$ cat src/rtl/fns_dec_pkg.sv
// rtl/fns_dec_pkg.sv - shared constants and state encoding for the FNS decode sequencer
package fns_dec_pkg;

  localparam int CW = 9;  // bits per CAC code group
  localparam int NW = 7;  // programmable weights, code bits 2..8

  localparam int FNS03 = 2;
  localparam int FNS04 = 3;
  localparam int FNS05 = 5;
  localparam int FNS06 = 8;
  localparam int FNS07 = 13;
  localparam int FNS08 = 21;
  localparam int FNS09 = 34;

  typedef enum logic [1:0] {
    IDLE = 2'd0,
    DEC  = 2'd1,
    OUT  = 2'd2
  } state_e;

  // Reset value of programmable weight idx (idx 0 belongs to code bit 2).
  function automatic int default_weight(input int idx);
    case (idx)
      0:       return FNS03;
      1:       return FNS04;
      2:       return FNS05;
      3:       return FNS06;
      4:       return FNS07;
      5:       return FNS08;
      default: return FNS09;
    endcase
  endfunction

endpackage

$ cat src/rtl/fns_group_dec.sv
// rtl/fns_group_dec.sv - combinational decode of one masked 9-bit FNS code group
module fns_group_dec
  import fns_dec_pkg::*;
#(
  parameter int WLEN = 8,
  parameter int BLEN = 8
) (
  input  logic [CW-1:0]      code_i,
  input  logic [CW-1:0]      mask_i,
  input  logic [NW*WLEN-1:0] wgt_i,
  output logic [BLEN-1:0]    res_o
);

  logic [CW-1:0]   en_bits;
  logic [BLEN-1:0] acc;

  // Bits 0/1 weigh 1, bits 2..8 take their programmed weight; sum wraps at BLEN bits.
  always_comb begin
    en_bits = code_i & mask_i;
    acc     = BLEN'(en_bits[0]) + BLEN'(en_bits[1]);
    for (int i = 0; i < NW; i++) begin
      if (en_bits[i+2]) begin
        acc = acc + BLEN'(wgt_i[i*WLEN +: WLEN]);
      end
    end
  end

  assign res_o = acc;

endmodule

$ cat src/rtl/fns_dec_seq.sv
// rtl/fns_dec_seq.sv - one-group-per-cycle FNS codeword decode sequencer
module fns_dec_seq
  import fns_dec_pkg::*;
#(
  parameter int NGRP = 4,
  parameter int WLEN = 8,
  parameter int BLEN = 8
) (
  input  logic                 clk,
  input  logic                 rst,
  input  logic                 in_valid,
  output logic                 in_ready,
  input  logic [NGRP*CW-1:0]   in_code,
  input  logic [NGRP*CW-1:0]   in_mask,
  output logic                 out_valid,
  input  logic                 out_ready,
  output logic [NGRP*BLEN-1:0] out_data,
  input  logic                 cfg_we,
  input  logic [2:0]           cfg_addr,
  input  logic [WLEN-1:0]      cfg_wdata,
  output logic                 cfg_drop,
  output logic                 busy
);

  localparam int CNTW = (NGRP > 1) ? $clog2(NGRP) : 1;

  state_e                state_q, state_d;
  logic [CNTW-1:0]       cnt_q, cnt_d;
  logic [NGRP*CW-1:0]    code_q, code_d;
  logic [NGRP*CW-1:0]    mask_q, mask_d;
  logic [NGRP*BLEN-1:0]  data_q, data_d;
  logic [NW*WLEN-1:0]    wgt_q, wgt_d;
  logic                  drop_q, drop_d;

  logic [CW-1:0]         grp_code;
  logic [CW-1:0]         grp_mask;
  logic [BLEN-1:0]       grp_res;

  assign grp_code = code_q[cnt_q*CW +: CW];
  assign grp_mask = mask_q[cnt_q*CW +: CW];

  fns_group_dec #(
    .WLEN (WLEN),
    .BLEN (BLEN)
  ) u_group_dec (
    .code_i (grp_code),
    .mask_i (grp_mask),
    .wgt_i  (wgt_q),
    .res_o  (grp_res)
  );

  assign in_ready  = (state_q == IDLE) && !rst;
  assign out_valid = (state_q == OUT);
  assign busy      = (state_q != IDLE);
  assign out_data  = data_q;
  assign cfg_drop  = drop_q;

  // Next-state: accept in IDLE, walk groups in DEC, hold result in OUT; weight writes only land in IDLE.
  always_comb begin
    state_d = state_q;
    cnt_d   = cnt_q;
    code_d  = code_q;
    mask_d  = mask_q;
    data_d  = data_q;
    wgt_d   = wgt_q;
    drop_d  = 1'b0;

    case (state_q)
      IDLE: begin
        if (in_valid) begin
          code_d  = in_code;
          mask_d  = in_mask;
          cnt_d   = '0;
          state_d = DEC;
        end
      end
      DEC: begin
        data_d[cnt_q*BLEN +: BLEN] = grp_res;
        if (cnt_q == CNTW'(NGRP - 1)) begin
          cnt_d   = '0;
          state_d = OUT;
        end else begin
          cnt_d = cnt_q + CNTW'(1);
        end
      end
      OUT: begin
        if (out_ready) begin
          state_d = IDLE;
        end
      end
      default: state_d = IDLE;
    endcase

    // Address 7 has no weight behind it and is ignored without a drop pulse.
    if (cfg_we && (cfg_addr < 3'(NW))) begin
      if (state_q == IDLE) begin
        wgt_d[cfg_addr*WLEN +: WLEN] = cfg_wdata;
      end else begin
        drop_d = 1'b1;
      end
    end
  end

  // State register; reset discards any codeword in flight and restores default weights.
  always_ff @(posedge clk) begin
    if (rst) begin
      state_q <= IDLE;
      cnt_q   <= '0;
      code_q  <= '0;
      mask_q  <= '0;
      data_q  <= '0;
      drop_q  <= 1'b0;
      for (int i = 0; i < NW; i++) begin
        wgt_q[i*WLEN +: WLEN] <= WLEN'(default_weight(i));
      end
    end else begin
      state_q <= state_d;
      cnt_q   <= cnt_d;
      code_q  <= code_d;
      mask_q  <= mask_d;
      data_q  <= data_d;
      drop_q  <= drop_d;
      wgt_q   <= wgt_d;
    end
  end

endmodule

$ cat config.mk
export PLATFORM = sky130hd
export DESIGN_NAME = fns_dec_seq
export DESIGN_NICKNAME = d
export VERILOG_FILES = /design/src/rtl/fns_dec_pkg.sv /design/src/rtl/fns_group_dec.sv /design/src/rtl/fns_dec_seq.sv
export SDC_FILE = /design/constraint.sdc
export NUM_CORES = 1
export LEC_CHECK = 0
export ABC_AREA = 0
export BUFFER_PORTS_ARGS = -buffer_cell sky130_fd_sc_hd__buf_4
export CAP_MARGIN = 20
export CORE_ASPECT_RATIO = 1.2
export CORE_MARGIN = 3
export CORE_UTILIZATION = 40
export DETAILED_ROUTE_END_ITERATION = 7
export GPL_ROUTABILITY_DRIVEN = 1
export PLACE_DENSITY = 0.64
export SETUP_SLACK_MARGIN = 0.4
export SYNTH_ARGS = -nofsm -noshare
export SYNTH_HDL_FRONTEND = slang
export SYNTH_SLANG_ARGS = --single-unit
$ cat constraint.sdc
create_clock -name clk -period 18.3 [get_ports clk]
set_clock_uncertainty 0.15 [all_clocks]
set_input_delay 0.915 -clock clk [delete_from_list [all_inputs] [get_ports clk]]
set_output_delay 0.915 -clock clk [all_outputs]
set_load 0.1 [all_outputs]
### After elaboration in Yosys (flattened, before gate mapping)

Index checks and enable logic that the tools add are counted.

| storage, ports and cells | value |
|---|---|
| bits in registers | 165 |
| bits in latches | 0 |
| bits in writable memories | 0 |
| ROM bits | 0 |
| bits of input ports | 88 |
| output and inout port bits | 36 |
| word-level logic and storage cells | 62 |
| memories | 0 |

| operators by class | value |
|---|---|
| add/sub/neg operators | 11 |
| multipliers | 1 |
| divide/modulo/power cells | 0 |
| order comparisons | 1 |
| eq/ne operators | 6 |
| shift-type cells | 6 |
| mux-type cells | 17 |
| bitwise operators | 2 |
| reductions and logical operators | 11 |

Operators with widths:

| cell | number |
|---|---|
| $shiftx A36 B7 Y9 | 2 |
| $add A8 B8 Y8 | 7 |
| $bwmux W56 | 1 |
| $mux W8 | 7 |
| $shift A8 B34 Y56 const A | 1 |
| $shiftx A8 B34 Y56 | 1 |
| $neg A5 Y34 | 1 |
| $neg A6 Y34 | 1 |
| $shift A8 B34 Y32 const A | 1 |
| $shiftx A8 B34 Y32 | 1 |
| $bwmux W32 | 1 |
| $mux W2 | 5 |
| $and A9 B9 Y9 | 1 |
| $mul A2 B4 Y6 const B | 1 |
| $pmux W2 S3 | 1 |
| $reduce_and A2 Y1 | 3 |
| $eq A2 B2 Y1 const B | 2 |
| $ne A2 B2 Y1 const B | 2 |
| $pmux W2 S2 | 1 |
| $reduce_bool A2 Y1 | 2 |
| $lt A3 B3 Y1 const B | 1 |
| $reduce_and A3 Y1 | 1 |
| $add A1 B1 Y2 | 1 |
| $add A2 B1 Y2 const B | 1 |
| 8 further kinds | 9 |

### Depth between registers and ports, before layout

| depth | value |
|---|---|
| depth after elaboration | 20 |
| depth in mapped cells | 47 |
| gate-level depth less buffers | 45 |

### By module

Synthesis repeated with hierarchy kept, for this count alone.

| second synthesis, totals | value |
|---|---|
| cells, all modules | 1,112 |
| area, all modules | 9,537.9 um2 |

By module, submodules not included:

| module | times used | cells each | area an instance (um2) | sequential area each (um2) |
|---|---|---|---|---|
| fns_dec_seq | 1 | 729 | 6,725.2 | 3,303.2 |
| fns_group_dec | 1 | 383 | 2,812.7 | 0.0 |

### Least setup slack after synthesis

No wires, ideal clock.

| timing path | value |
|---|---|
| path type | reg-to-reg |
| start | register cnt_q[0] |
| end | register data_q[31] (netlist: out_data[31]) |
| library setup time | 0.062 ns |
| arrival | 8.913 ns |
| data required time | 18.088 ns |
| setup slack | 9.175 ns |
| cell stages (with the launch flop) | 44 |
| buffers on the path | 2 |
| period minus slack after synthesis | 9.125 ns |
| cell sequence | dfxtp_1 > clkbuf_1 > clkbuf_1 > and3_1 > a31oi_1 > a21oi_1 > ha_1 > ha_1 > inv_1 > fa_1 > mux2i_4 > inv_1 > fa_1 > nor2b_1 > o31a_1 > a211oi_1 > or2_2 > ha_1 > [8 not listed] > and3_1 > o32ai_1 > a21oi_1 > ha_1 > and3_1 > a221o_1 > nor2_1 > xor2_1 > nor2_1 > a21o_1 > ha_1 > o41ai_1 > xnor2_1 > nand2_1 > xnor2_1 > xnor3_1 > nor2_1 > a22o_1 |

| between the ends | value |
|---|---|
| word-level cells in the longest chain between the ends | 20 |
| elaborated cells between the ends (all ways) | 23 |
| those cells by class | add/sub (9); mul (1); shift (4); mux (8); bitwise (1) |

RTL lines:

| item | line | RTL |
|---|---|---|
| from (decl) | fns_dec_seq.sv:28 | `logic [CNTW-1:0] cnt_q, cnt_d;` |
| from (signal assigned) | fns_dec_seq.sv:118 | `cnt_q <= cnt_d;` |
| $mul A2 B4 Y6 | fns_dec_seq.sv:39, fns_dec_seq.sv:40 |  |
| $shiftx A36 B7 Y9, on equally long branches | fns_dec_seq.sv:39, fns_dec_seq.sv:40 |  |
| $and A9 B9 Y9 | fns_group_dec.sv:19 | `en_bits = code_i & mask_i;` |
| $add A1 B1 Y2 | fns_group_dec.sv:20 | `acc = BLEN'(en_bits[0]) + BLEN'(en_bits[1]);` |
| $add A8 B8 Y8 | fns_group_dec.sv:23 | `acc = acc + BLEN'(wgt_i[i*WLEN +: WLEN]);` |
| $mux W8 | fns_group_dec.sv:22 | `if (en_bits[i+2]) begin` |
| $add A8 B8 Y8 | fns_group_dec.sv:23 |  |
| $mux W8 | fns_group_dec.sv:22 |  |
| [4 not listed] | - |  |
| $add A8 B8 Y8 | fns_group_dec.sv:23 |  |
| $mux W8 | fns_group_dec.sv:22 |  |
| $add A8 B8 Y8 | fns_group_dec.sv:23 |  |
| $mux W8 | fns_group_dec.sv:22 |  |
| $add A8 B8 Y8 | fns_group_dec.sv:23 |  |
| $mux W8 | fns_group_dec.sv:22 |  |
| $shiftx A8 B34 Y32 | fns_dec_seq.sv:78 | `data_d[cnt_q*BLEN +: BLEN] = grp_res;` |
| $bwmux W32 (*) | fns_dec_seq.sv:78 |  |
| to (signal assigned) | fns_dec_seq.sv:121 | `data_q <= data_d;` |
| to (decl) | fns_dec_seq.sv:31 | `logic [NGRP*BLEN-1:0] data_q, data_d;` |

Mark *: on every way between the ends. The rest lies on a longest branch, timed or not.
A chain may end at the register's enable or synchronous reset.

### Worst setup path in the final report

| timing path | value |
|---|---|
| start | register cnt_q[0] |
| end | register data_q[23] (netlist: out_data[23]) |

The elaborated chain is that of the path after synthesis.

==> flow_summary.ini <==
[timing]
fin_ws_ns = 8.02
rsz0062_at_grt = false
timing.final.max_slew_violations = 0
finalHoldViolCount = 0
setup_viol = 0
fmax_ghz = 0.0973
setup_tns_ns = 0
finalCritPeriodShare_pct = 56.2
finalCriticalPeriod_ns = 10.28
fin_hold_ws_ns = 0.301
tightest_slew_ns = 1.05
relSlewSlack_pct = 30.0

[placement]
hpwl_um = 18100
routabilityCongestion = 0.888
portBuffers = 123
dp_slack_ns = 8.17

[synth]
async_flop_share_pct = 0
synth_edf_count = 0
synth_seq_area_share_pct = 37.2
synthFlopType = dfxtp_1
netlist_area_sq_um = 8870
ys_warn_count = 0
synth_nets = 1246
synth-seq-cells = 165
synth_cells = 1098
syn_avg_cell_area_sq_um = 8.08
ys_types = 66

[power_and_ir_drop]
finalPower_mw = 0.841
pwr-share-seq_pct = 45.0
p_per_area_nw_per_um2 = 79.5
leakagePower_nw = 4.34
power_switching_mw = 0.248
p_int_mw = 0.594
switching_share_pct = 29.5
max-vdd-ir-drop_uv = 64.0
clkPwrFrac_pct = 43.0
pwr-share-comb_pct = 12.0

[floorplanning]
fp.dieArea_sq_um = 24000
fp.dieW_um = 142
rows = 59
placeableCoreArea_sq_um = 21800
die_h_um = 169
io_pins = 124
initial_core_util_pct = 40.7

[clock_tree]
cts_tree = yes
cts_htree_levels = 4
hold_buffers = 0
clockBufferDepth = 2
cts_root_buf = clkbuf_16
cts.sinks = 165
cts_setup_buffers = 0
post_cts_resized = 0
cts.clk_slew.worst_paths_ns = 0.07
cts_buffers = 17
clkLatencyLatePin_ns = 0.44

[global_route]
grt_pass1_wl_um = 39200
overflow = 0
track_usage_pct = 20.4
grt_max_degree = 98
grt_pass1_vias = 7602
antenna_found_initial = 0

[finish]
drive_gt1_share_pct = 15.8
layout.nets = 1341
n_antenna_cell = 0
synthToLayoutAreaGrowth_pct = 19.2

[worst_setup_path]
crit_path_end_kind = flop
cp.required_ns = 18.53
critPathMaxFanout = 28
cpMostUsedCell = ha_1
cp-start-kind = flop
slowest_stage = dfxtp_1
slowest_delay_ns = 0.95
crit_type = flop to flop
cp.arrival_ns = 10.50

[drt]
vias = 8003
detail-route-antenna-nets = 0
drtPass1Iterations = 7
drc_errors = 0
vias_per_cell = 5.41
first_iter_violations = 551
wl_um = 24600
routedWlPerCell_um = 16.6

[min_path]
hold_class = flop to flop

[outcome]
status = finished, final reports clean

[run]
drv_cap = 0
[per-stage QoR]
step / cell area, sq um / utilization [%] / instances
finish: 10600 / 48.6 / 1480
floorplan: 8870 / - / 1098
detailed placement: 9980 / 45.8 / 1448
global route: 10600 / 48.6 / 1480
global placement: 9980 / 45.8 / 1448
CTS: 10600 / 48.6 / 1480
[Yosys cell counts, types with 3 or more instances]
master    number  area, sq um
a211oi_1       4         30.0
xor2_1        11         96.3
a21boi_0       3         22.5
o31a_1         3         26.3
nor2b_1       14         87.6
nand3_1       39          195
inv_1         42          158
a21oi_1      128          641
a211o_1        4         35.0
and2_1         6         37.5
dfxtp_1      165         3300
nand2b_1       7         43.8
o211ai_1       9         67.6
o31ai_1        4         30.0
or2_2          4         25.0
a21o_1         8         60.1
o21ai_0       33          165
o41ai_1        6         52.6
a22o_1        14          123
nand2_1      211          792
fa_1           7          140
and3_1        13         81.3
mux2_2         9          101
mux4_2         5          113
nor2_1        96          360
o21a_1         6         45.0
nor3_1        14         70.1
or3_1          4         25.0
ha_1          53          663
a32oi_1        4         35.0
a31oi_1        7         43.8
nor3b_1        5         37.5
a311oi_1       3         26.3
mux2i_1       29          290
clkbuf_1      48          180
xnor2_1       21          184
inv_2          3         11.3
a22oi_1       19          143
[final cells by class]
class	count	area, sq um
fill	2120	11200
clock inverter	15	176
tap	274	343
inverter	45	169
clock buffer	17	425
timing repair buffer	128	961
multi-input combinational	836	5200
sequential	165	3300
[worst max-delay path: cells and delay by family, from the launching register on]
kind / cells / cell delay, ns
AND/OR/NAND/NOR: 8 / 1.34
adder cells (fa/ha/maj): 9 / 3.02
XOR/XNOR: 5 / 1.05
multiplexers: 2 / 0.48
AO/OA/AOI/OAI: 14 / 2.71
buffers and inverters: 3 / 0.51
flip-flops: 1 / 0.95
[logic make-up (layout without fill, tap and decap cells)]
logic type | after synthesis | after routing | synth area share, %
compound gates | 277 | 277 | 19.6
xor+xnor | 33 | 33 | 3.41
fa+ha+maj | 60 | 60 | 9.05
buf+inv | 97 | 205 | 4.22
flops | 165 | 165 | 37.2
mux | 44 | 44 | 5.94
simple gates | 422 | 422 | 20.5
[sequential cells by signal (all words and copies together) (netlist names)]
| name | flops |
|---|---|
| wgt_q | 56 |
| code_q | 36 |
| cfg_drop | 1 |
| state_q | 2 |
| cnt_q | 2 |
| mask_q | 36 |
| out_data | 32 |
[per-layer routing]
layer / GRT usage [%] / share of wire (%)
met5: 0 / 0
met1: 28.0 / 47
met3: 4.11 / 4.4
met4: 5.80 / 1.7
met2: 32.8 / 46
[placed cells by master (no fill, tap or decap), types with 6 or more instances in the layout]
cell type,n
a21o_1,8
a21oi_1,128
a22o_1,14
a22oi_1,19
a31oi_1,7
and3_1,13
buf_4,128
clkbuf_16,17
dfxtp_1,165
fa_1,7
ha_1,53
inv_1,42
mux2_2,9
mux2i_1,29
nand2_1,210
nand2b_1,7
nand3_1,39
nor2_1,96
nor2b_1,14
nor3_1,14
o211ai_1,9
o21a_1,6
o21ai_0,33
o41ai_1,6
xnor2_1,21
xor2_1,11
[power groups by stage]
stage | clock [mW] | combinational, mW | sequential [mW]
after floorplan | 0 | 0.0632 | 0.387
after global placement | 0 | 0.100 | 0.387
after detailed placement | 0 | 0.101 | 0.387
after CTS | 0.367 | 0.101 | 0.378
after global routing | 0.383 | 0.113 | 0.380
final | 0.362 | 0.101 | 0.379
[final timing paths]
path	from	end	slack (ns)	cells past startpoint
min reg2reg	mask_q[10]	mask_q[10]	0.30	2
max reg2reg	cnt_q[0]	out_data[23]	8.02	41
min	mask_q[10]	mask_q[10]	0.30	2
max	cnt_q[0]	out_data[23]	8.02	41
(Power assumes the default switching activity.)
